--- src/rtl/serial_sub16_pkg.sv ---
// Shared definitions for the bit-serial subtractor: default width,
// FSM state encoding and the signed-overflow rule.
package serial_sub16_pkg;

    // Default operand/result width.
    localparam int WIDTH_DEF = 16;

    // FSM state codes; code 2'd3 is unused and recovers to S_IDLE.
    typedef enum logic [1:0] {
        S_IDLE = 2'd0,
        S_RUN  = 2'd1,
        S_DONE = 2'd2
    } state_t;

    // Signed overflow of a - b: operands differ in sign and the
    // result sign differs from the minuend sign.
    function automatic logic sub_ovfl(input logic a_msb, input logic b_msb, input logic d_msb);
        return (a_msb != b_msb) && (d_msb != a_msb);
    endfunction

endpackage

--- src/rtl/serial_sub16_full_sub1.sv ---
// One-bit full subtractor cell: d = x - y - bin, with borrow out.
module full_sub1 (
    output logic d,
    output logic bout,
    input  logic x,
    input  logic y,
    input  logic bin
);

    assign d    = x ^ y ^ bin;
    assign bout = (~x & y) | (~(x ^ y) & bin);

endmodule

--- src/rtl/serial_sub16.sv ---
// Bit-serial subtractor d = a - b, LSB first, one bit per clock.
// A single full_sub1 cell is reused every cycle; operands are shifted
// right through it and result bits are shifted in from the top.
module serial_sub16
    import serial_sub16_pkg::*;
#(
    parameter int WIDTH = WIDTH_DEF
) (
    input  logic             clk,
    input  logic             reset,
    input  logic             start,
    input  logic [WIDTH-1:0] a,
    input  logic [WIDTH-1:0] b,
    output logic [WIDTH-1:0] d,
    output logic             borrow,
    output logic             ovfl,
    output logic             busy,
    output logic             done
);

    localparam int CNT_W = $clog2(WIDTH);
    localparam logic [CNT_W-1:0] CNT_LAST = CNT_W'(WIDTH - 1);

    state_t           state_reg;
    logic [CNT_W-1:0] cnt_reg;
    logic [WIDTH-1:0] a_sh_reg;
    logic [WIDTH-1:0] b_sh_reg;
    logic [WIDTH-1:0] d_sh_reg;
    logic             bw_reg;
    logic             a_msb_reg;
    logic             b_msb_reg;

    logic             cell_d;
    logic             cell_bout;
    logic [WIDTH-1:0] d_sh_next;

    full_sub1 u_cell (
        .d    (cell_d),
        .bout (cell_bout),
        .x    (a_sh_reg[0]),
        .y    (b_sh_reg[0]),
        .bin  (bw_reg)
    );

    // Result shift register: new bit enters at the MSB, everything else moves down.
    genvar gi;
    generate
        for (gi = 0; gi < WIDTH - 1; gi++) begin : g_dshift
            assign d_sh_next[gi] = d_sh_reg[gi+1];
        end
    endgenerate
    assign d_sh_next[WIDTH-1] = cell_d;

    // Control FSM, bit counter, operand/result shift registers and registered outputs.
    always_ff @(posedge clk) begin
        if (reset) begin
            state_reg <= S_IDLE;
            cnt_reg   <= '0;
            a_sh_reg  <= '0;
            b_sh_reg  <= '0;
            d_sh_reg  <= '0;
            bw_reg    <= 1'b0;
            a_msb_reg <= 1'b0;
            b_msb_reg <= 1'b0;
            d         <= '0;
            borrow    <= 1'b0;
            ovfl      <= 1'b0;
            busy      <= 1'b0;
            done      <= 1'b0;
        end else begin
            case (state_reg)
                S_IDLE, S_DONE: begin
                    done <= 1'b0;
                    if (start) begin
                        // Accept a new operation; DONE -> RUN needs no IDLE gap.
                        state_reg <= S_RUN;
                        busy      <= 1'b1;
                        a_sh_reg  <= a;
                        b_sh_reg  <= b;
                        a_msb_reg <= a[WIDTH-1];
                        b_msb_reg <= b[WIDTH-1];
                        bw_reg    <= 1'b0;
                        cnt_reg   <= '0;
                    end else begin
                        state_reg <= S_IDLE;
                        busy      <= 1'b0;
                    end
                end
                S_RUN: begin
                    // start is ignored here; only the latched operands matter.
                    d_sh_reg <= d_sh_next;
                    a_sh_reg <= a_sh_reg >> 1;
                    b_sh_reg <= b_sh_reg >> 1;
                    bw_reg   <= cell_bout;
                    cnt_reg  <= cnt_reg + 1'b1;
                    if (cnt_reg == CNT_LAST) begin
                        state_reg <= S_DONE;
                        busy      <= 1'b0;
                        done      <= 1'b1;
                        cnt_reg   <= '0;
                        d         <= d_sh_next;
                        borrow    <= cell_bout;
                        ovfl      <= sub_ovfl(a_msb_reg, b_msb_reg, cell_d);
                    end
                end
                default: begin
                    state_reg <= S_IDLE;
                    busy      <= 1'b0;
                    done      <= 1'b0;
                end
            endcase
        end
    end

endmodule

--- config.mk ---
export PLATFORM = sky130hd
export DESIGN_NAME = serial_sub16
export DESIGN_NICKNAME = d
export VERILOG_FILES = /design/src/rtl/serial_sub16_pkg.sv /design/src/rtl/serial_sub16_full_sub1.sv /design/src/rtl/serial_sub16.sv
export SDC_FILE = /design/constraint.sdc
export NUM_CORES = 1
export LEC_CHECK = 0
export ABC_AREA = 1
export ABC_CLOCK_PERIOD_IN_PS = 1950
export CORE_MARGIN = 3
export CORE_UTILIZATION = 47
export CTS_BUF_LIST = sky130_fd_sc_hd__clkbuf_4 sky130_fd_sc_hd__clkbuf_8
export DETAILED_ROUTE_END_ITERATION = 10
export GPL_ROUTABILITY_DRIVEN = 0
export HOLD_SLACK_MARGIN = 0.12
export PLACE_DENSITY_LB_ADDON = 0.2
export SETUP_SLACK_MARGIN = 0.4
export SLEW_MARGIN = 20
export SYNTH_ARGS = -nofsm -noshare
export SYNTH_HDL_FRONTEND = slang
export SYNTH_SLANG_ARGS = --single-unit
--- constraint.sdc ---
create_clock -name clk -period 1.95 [get_ports clk]
set_input_delay 0.195 -clock clk [delete_from_list [all_inputs] [get_ports clk]]
set_output_delay 0.195 -clock clk [all_outputs]
set_load 0.02 [all_outputs]
==> flow_metrics.tcl, run 1 <==
set metrics [dict create \
    status "complete, no violations" \
    track_usage_pct 18.2 \
    routed-via-count 2566 \
    insertion_delay_ns 0.34 \
    rsz0062_at_grt "false" \
    timing.critical_path.buf_inv 1 \
    grt_pass1_vias 2456 \
    yosys-top-cells-count "nor2_1, dfxtp_1, nor3_1" \
    finalNonFillerCells 505 \
    drv_cap 0 \
    relSlewSlack_pct 67.4 \
    wl_met1_mm 2.95 \
    totalWireLength_mm 6.22 \
    path_max_fanout 2 \
    via_per_inst 5.08 \
    synthFlopType "dfxtp_1" \
    irDropWorstVdd_mv 0.573 \
    multiInputGateArea_um2 1240 \
    dpl_worst_slack_ns 0.364 \
    period_share_pct 76.3 \
    max_freq_ghz 0.672 \
    syn_area_um2 2930 \
    setup_slack_ns 0.463 \
    final_max_slew_viol_count 0 \
    critPathLaunchType "flip-flop" \
    ff_latch_area_um2 1500 \
    slowest_stage "clkdlybuf4s50_1" \
    slowest_delay_ns 0.61 \
    grt_pass1_wl_mm 10.7 \
    synth.distinct_cells 25 \
    area_delta_synth_final_pct 28.9 \
    setup_viol 0 \
    n_antenna_cell 0 \
    r2r_setup_slack_ns 0.51 \
    power_density_nw_per_um2 884 \
    dp.cells 485 \
    wl_met3_um 305 \
    dp_hpwl_mm 4.13 \
    grt_antenna_before_repair 0 \
    firstDrtPassIters 6 \
    critPathArrivalTime_ns 1.29 \
    grt_remaining_overflow 0 \
    drc 0 \
    hold_violations 0 \
    cts_root_buf "clkbuf_8" \
    hold_ws_ns 0.447 \
    p_leak_nw 1.54 \
    synth_enable_flop_cells 0 \
    fin_crit_ns 1.49 \
    synth_nets 410 \
    synth_top_cell_by_area "dfxtp_1" \
    die_w_um 84.9 \
    die_h_um 84.9 \
    rows 28 \
    netlist_top_cells_area "dfxtp_1, nor2_1, nor3_1, o21ai_0, nand2_1" \
    initial_utilization_pct 48.9 \
    cts_sinks 75 \
    highest_layer "met4" \
    routedWlPerCell_um 12.3 \
    postSynthCellCount 373 \
    synth_top_area_share_pct 51.3 \
    h-tree-depth 3 \
    ys_seq_elements 75 \
    skew_ns 0.00318 \
    cts_made_buffers 9 \
    clkSlewWorstSetupHoldPaths_ns 0.07 \
    power_mw 3.33 \
    required_ns 1.75 \
    fillers 529 \
    path_class "flip-flop to output pin" \
    synth_seq_area_share_pct 51.3 \
    postSynth.asyncResetShare_pct 0 \
    drt-initial-drc-count 121 \
    wl_met2_mm 2.89 \
    crit_chain "clkdlybuf4s50_1" \
    setup_tns_ns 0 \
    fin_area_um2 3770 \
    cts_hold_buf 0 \
    clock_path_buffers 2 \
    final_core_util_pct 62.9 \
    synth_area_per_cell_um2 7.85 \
    worst_pin_slew_ns 0.489 \
    ant_nets 0 \
    layout.nets 462 \
    ios 55 \
    portBuffers 54 \
    drive_above_1_share_pct 9.30 \
    cts_tree "built" \
    placed_cell_area_um2 3510 \
    ys_warn_count 0 \
    crit_family "buffers and inverters" \
    grt_max_degree 35 \
    hold_path_class "input port to flip-flop" \
    yosysMostFrequentCell "nor2_1" \
    core-area_um2 5990 \
    cp-end-kind "output pin" \
    die_area_um2 7210 \
]
final cells by class:
| type | count | area share, % |
|---|---|---|
| Multi-Input combinational cell | 260 | 32.9 |
| Tap cell | 75 | 2.49 |
| Sequential cell | 75 | 39.8 |
| Clock buffer | 16 | 5.67 |
| Timing Repair Buffer | 67 | 17.9 |
| Inverter | 12 | 1.26 |
report_power, final:
| part | switching, mW | internal, mW | leakage [nW] |
|---|---|---|---|
| clock | 0.520 | 0.687 | 0.112 |
| sequential | 0.0580 | 1.64 | 0.616 |
| combinational | 0.230 | 0.198 | 0.811 |
| total | 0.808 | 2.52 | 1.54 |
layer usage:
layer,up-vias,global-route usage [%]
li1,1349,-
met1,1160,23.5
met2,49,29.8
met3,8,5.15
met4,0,5.61
met5,-,0
cells in the final DEF (no fill, tap or decap), types with 2 or more instances in the layout:
master and n:
dlymetal6s2s_1 3, dfxtp_1 75, buf_4 10, a21oi_1 13, inv_1 9, o21ai_0 58, o21ai_1 6, nor3_1 60
nand2_1 19, nor2_1 88, inv_2 2, clkdlybuf4s50_1 51, nand3_1 4, nand2_2 3, clkbuf_8 15, buf_12 2
final timing paths:
kind                            depth (start not counted)       start        end
worst min-delay path                                    3       a[15]  a_msb_reg
worst max register to register                          6  cnt_reg[0]      d[14]
worst min register to register                          2        done       done
worst max-delay path                                    1       d[15]      d[15]
what timing repair did:
action / 4_1_cts / 5_1_grt
setup buffers: 0 / 4
endpoints found under the setup margin: 0 / 23
resized for setup: 0 / 6
logic make-up (layout without fill, tap and decap cells):
group / count (synthesis) / after routing / share of synthesized area [%]
AO/OA/AOI/OAI: 80 / 80 / 14.0
AND/OR/NAND/NOR: 178 / 178 / 26.9
flip-flops: 75 / 75 / 51.3
buffers and inverters: 38 / 95 / 6.67
adder cells (fa/ha/maj): 2 / 2 / 1.11
Power figures use the tool's default switching activity.
==> run 2: changes to the inputs <==
ABC_CLOCK_PERIOD_IN_PS = 1400   (was 1950)
clock period = 1.4 ns   (was 1.95 ns; I/O delays follow)
==> flow_metrics.tcl, run 2 (same netlist as run 1, synthesis figures left out) <==
set metrics [dict create \
    status "complete, but fails checks" \
    violations "setup timing" \
    n_antenna_cell 0 \
    dp_hpwl_mm 4.32 \
    cpMostUsedCell "nor2_1" \
    power_density_nw_per_um2 1080 \
    drive_above_1_share_pct 61.5 \
    insertion_delay_ns 0.37 \
    track_usage_pct 24.8 \
    initial_utilization_pct 48.9 \
    grt_remaining_overflow 0 \
    die_h_um 84.9 \
    hold_violations 0 \
    h-tree-depth 3 \
    clock_path_buffers 2 \
    area_delta_synth_final_pct 92.1 \
    period_share_pct 106 \
    final_common_cell "nor2_1" \
    cts_tree "built" \
    worst_pin_slew_ns 0.288 \
    path_max_fanout 4 \
    via_per_inst 6.02 \
    p_leak_nw 2.20 \
    rows 28 \
    setup_slack_ns -0.0863 \
    crit_chain "inv_2, fa_2, nand2_1, o21ai_1, nor2_1, nor2_1" \
    max_freq_ghz 0.673 \
    grt_pass1_wl_mm 14.3 \
    hold_path_class "input port to flip-flop" \
    finalNonFillerCells 556 \
    routedWlPerCell_um 24.1 \
    final_cell_mix "nor2_1, dfxtp_1, o21ai_2" \
    ios 55 \
    worstReg2RegStart "bw_reg" \
    r2r_cells 6 \
    fin_crit_ns 1.49 \
    required_ns 1.70 \
    grt_pass1_vias 3034 \
    skew_ns 0.0125 \
    drt-initial-drc-count 187 \
    slowest_delay_ns 0.62 \
    cts_root_buf "clkbuf_8" \
    placed_cell_area_um2 3650 \
    layout.nets 513 \
    drv_cap 0 \
    drc 0 \
    totalWireLength_mm 13.4 \
    worstHoldStart "a[15]" \
    grt_antenna_before_repair 0 \
    final_max_slew_viol_count 0 \
    rsz0062_at_grt "true" \
    path_class "flip-flop to flip-flop" \
    setup_viol 2 \
    critPathLaunchType "flip-flop" \
    r2r_setup_slack_ns -0.09 \
    portBuffers 54 \
    die_area_um2 7210 \
    cts_hold_buf 0 \
    core-area_um2 5990 \
    fin_area_um2 5620 \
    irDropWorstVdd_mv 0.871 \
    relSlewSlack_pct 80.6 \
    min_to "a_sh_reg[15]" \
    cp-end-kind "flip-flop" \
    cts_made_buffers 9 \
    worstHoldPathCells 3 \
    clkSlewWorstSetupHoldPaths_ns 0.08 \
    ant_nets 0 \
    grt_max_degree 24 \
    cts_sinks 75 \
    critPathArrivalTime_ns 1.79 \
    slowest_stage "fa_2" \
    die_w_um 84.9 \
    dpl_worst_slack_ns 0.0181 \
    firstDrtPassIters 5 \
    dp.cells 492 \
    routed-via-count 3348 \
    reg2reg_to "ovfl" \
]
-- run 2: worst max-delay path: cells and delay by family (launching register included) --
| kind | cells | cell delay, ns |
|---|---|---|
| fa+ha+maj | 1 | 0.62 |
| buf+inv | 1 | 0.05 |
| compound gates | 1 | 0.17 |
| simple gates | 3 | 0.22 |
| flops | 1 | 0.36 |
-- run 2: where the power goes --
group | leakage (nW) | internal [mW] | total (mW) | switching (mW)
Sequential | 0.629 | 2.28 | 2.46 | 0.178
Clock | 0.128 | 1.28 | 2.14 | 0.868
Combinational | 1.44 | 0.707 | 1.46 | 0.754
-- run 2: how the worst max path moves through the flow --
| stage | start | end |
|---|---|---|
| 6_report | bw_reg | ovfl |
| 5_1_grt | a_sh_reg[0] | ovfl |
| 4_1_cts | b_sh_reg[0] | ovfl |
| 3_5_place_dp | bw_reg | ovfl |
| 3_3_place_gp | bw_reg | ovfl |
| 2_1_floorplan | bw_reg | ovfl |
-- run 2: metal layers --
layer / vias up / share of wire [%] / GRT usage (%)
met1: 1638 / 36 / 28.0
li1: 1466 / - / -
met5: - / 0 / 0
met2: 173 / 52 / 44.3
met4: 0 / 5.5 / 9.35
met3: 71 / 6.1 / 7.09
-- run 2: through the flow --
stage          hold WS (ns)  power, mW  setup TNS [ns]  utilization, %
2_1_floorplan         0.305       2.85               0               -
4_1_cts               0.378       5.52               0            78.7
3_3_place_gp          0.439       3.05               0            60.9
5_1_grt               0.412       6.19          -0.205            93.9
3_5_place_dp          0.452       3.06               0            60.9
6_report              0.391       6.06          -0.104            93.9
-- run 2: area by class of cell --
type                            instances  area [um^2]
Fill cell                             165          368
Clock inverter                          4         96.3
Inverter                               12         78.8
Clock buffer                           12          153
Timing Repair inverter                  1         16.3
Sequential cell                        75         1540
Timing Repair Buffer                  117         1460
Multi-Input combinational cell        260         2190
Tap cell                               75         93.8
-- run 2: repair_timing --
item                                    in CTS  in global routing
buffers inserted                            26                 11
gates resized for setup                    221                211
endpoints found under the setup margin      95                 95
gates cloned                                11                  0
pin swaps                                   35                 38
==> run 3: changes to the inputs <==
DONT_BUFFER_PORTS = 1   (was default)
PLACE_DENSITY = 0.73   (was default)
PLACE_DENSITY_LB_ADDON = default   (was 0.2)
==> flow_metrics.tcl, run 3 (same netlist as run 1, synthesis figures left out) <==
set metrics [dict create \
    status "complete, but fails checks" \
    violations "setup timing" \
    worstReg2RegStart "busy" \
    path_class "flip-flop to flip-flop" \
    grt_antenna_before_repair 0 \
    grt_most_used_layer "met2" \
    grt_max_degree 30 \
    finalNonFillerCells 540 \
    drive_above_1_share_pct 58.3 \
    skew_ns 0.0259 \
    critPathLaunchType "flip-flop" \
    worstHoldPathCells 4 \
    grt_use_met1_pct 32.8 \
    reg2reg_to "a_sh_reg[4]" \
    core-area_um2 5990 \
    relSlewSlack_pct 57.6 \
    routed-via-count 3336 \
    die_h_um 84.9 \
    setup_slack_ns -0.204 \
    drv_cap 0 \
    drc 0 \
    h-tree-depth 3 \
    clkSlewWorstSetupHoldPaths_ns 0.09 \
    period_share_pct 115 \
    grt_pass1_vias 3096 \
    irDropWorstVdd_mv 1.15 \
    setup_viol 5 \
    min_to "a_sh_reg[5]" \
    firstDrtPassIters 5 \
    slowest_delay_ns 0.41 \
    hold_ws_ns 0.168 \
    critPathArrivalTime_ns 1.83 \
    power_density_nw_per_um2 1030 \
    dpl_worst_slack_ns 0.000770 \
    multiInputGateArea_um2 2230 \
    hold_violations 0 \
    via_per_inst 6.18 \
    totalWireLength_mm 14.0 \
    final_max_slew_viol_count 0 \
    clock_path_buffers 2 \
    ff_latch_area_um2 1520 \
    fin_crit_ns 1.60 \
    ios 55 \
    grt_pass1_wl_mm 15.7 \
    area_delta_synth_final_pct 86.4 \
    crit_chain "inv_6, nor2_4, buf_6, buf_12, buf_4, nor3_1, nor3_2" \
    final_cell_mix "dfxtp_1, nor3_2, nor2_4" \
    worst_pin_slew_ns 0.635 \
    dp.cells 435 \
    required_ns 1.62 \
    worstHoldStart "reset" \
    comb_power_share_pct 27.5 \
    max_freq_ghz 0.623 \
    final_common_cell "dfxtp_1" \
    routedWlPerCell_um 25.9 \
    track_usage_pct 27.8 \
    portBuffers 0 \
    grt_util_met2_pct 48.1 \
    die_area_um2 7210 \
    cts_sinks 75 \
    cts_made_buffers 9 \
    hold_path_class "input port to flip-flop" \
    n_antenna_cell 0 \
    power_mw 5.65 \
    layout.nets 497 \
    p_leak_nw 2.07 \
    cts_tree "built" \
    r2r_setup_slack_ns -0.20 \
    die_w_um 84.9 \
    switching_share_pct 33.6 \
    pwr-share-clk_pct 28.5 \
    path_max_fanout 7 \
    slowest_stage "nor3_1" \
    r2r_cells 7 \
    met3_usage_pct 6.89 \
    rsz0062_at_grt "true" \
    grt_remaining_overflow 0 \
    seqPwrFrac_pct 43.9 \
    fillers 190 \
    drt-initial-drc-count 325 \
    cp-end-kind "flip-flop" \
    ant_nets 0 \
    dp_hpwl_mm 4.12 \
    insertion_delay_ns 0.37 \
    rows 28 \
    p_sw_mw 1.90 \
    initial_utilization_pct 48.9 \
    cts_root_buf "clkbuf_8" \
    internal_power_mw 3.75 \
]
run 3: worst max path at each step:
stage	cells past startpoint	start	to
final	7	busy	a_sh_reg[4]
after floorplan	7	bw_reg	ovfl
after detailed placement	7	bw_reg	ovfl
after global routing	7	busy	a_sh_reg[4]
after global placement	7	bw_reg	ovfl
after CTS	7	b_sh_reg[0]	ovfl
run 3: worst max-delay path, delay by kind of cell (launching register included):
family	cells	cell delay (ns)
DFF	1	0.39
and+or+nand+nor	3	0.58
buffers and inverters	4	0.48
run 3: per-stage QoR:
stage	instance area [um^2]	util, %	TNS [ns]
floorplan	3050	-	0
global placement	3080	51.3	0
detailed placement	3080	51.3	0
CTS	4440	74.2	0
global route	5460	91.1	-0.853
finish	5460	91.1	-0.423
run 3: per-layer routing:
| layer | wire length [um] | vias up |
|---|---|---|
| li1 | - | 1435 |
| met1 | 5060 | 1603 |
| met2 | 6900 | 224 |
| met3 | 1170 | 74 |
| met4 | 867 | 0 |
| met5 | 0 | - |
run 3: repair_timing:
| action | CTS | global route |
|---|---|---|
| setup endpoints to repair | 76 | 78 |
| buffers inserted | 23 | 17 |
| endpoints found under the hold margin | 41 | 0 |
| hold buffers | 36 | 0 |
| gates cloned | 11 | 2 |
| resized for setup | 121 | 200 |
| pin swaps | 43 | 56 |
run 3: cell type report:
| class | instances | area share [%] |
|---|---|---|
| Clock inverter | 5 | 0.665 |
| Timing Repair Buffer | 100 | 24.2 |
| Clock buffer | 11 | 2.66 |
| Tap cell | 75 | 1.72 |
| Sequential cell | 75 | 27.8 |
| Timing Repair inverter | 2 | 0.504 |
| Multi-Input combinational cell | 260 | 40.8 |
| Inverter | 12 | 1.61 |
run 3: power by group through the flow:
stage	clock network, mW	logic [mW]	registers, mW
6_report	1.61	1.55	2.48
5_1_grt	1.69	1.61	2.49
4_1_cts	1.55	1.01	2.38
3_5_place_dp	0	0.519	2.42
3_3_place_gp	0	0.504	2.41
2_1_floorplan	0	0.448	2.40
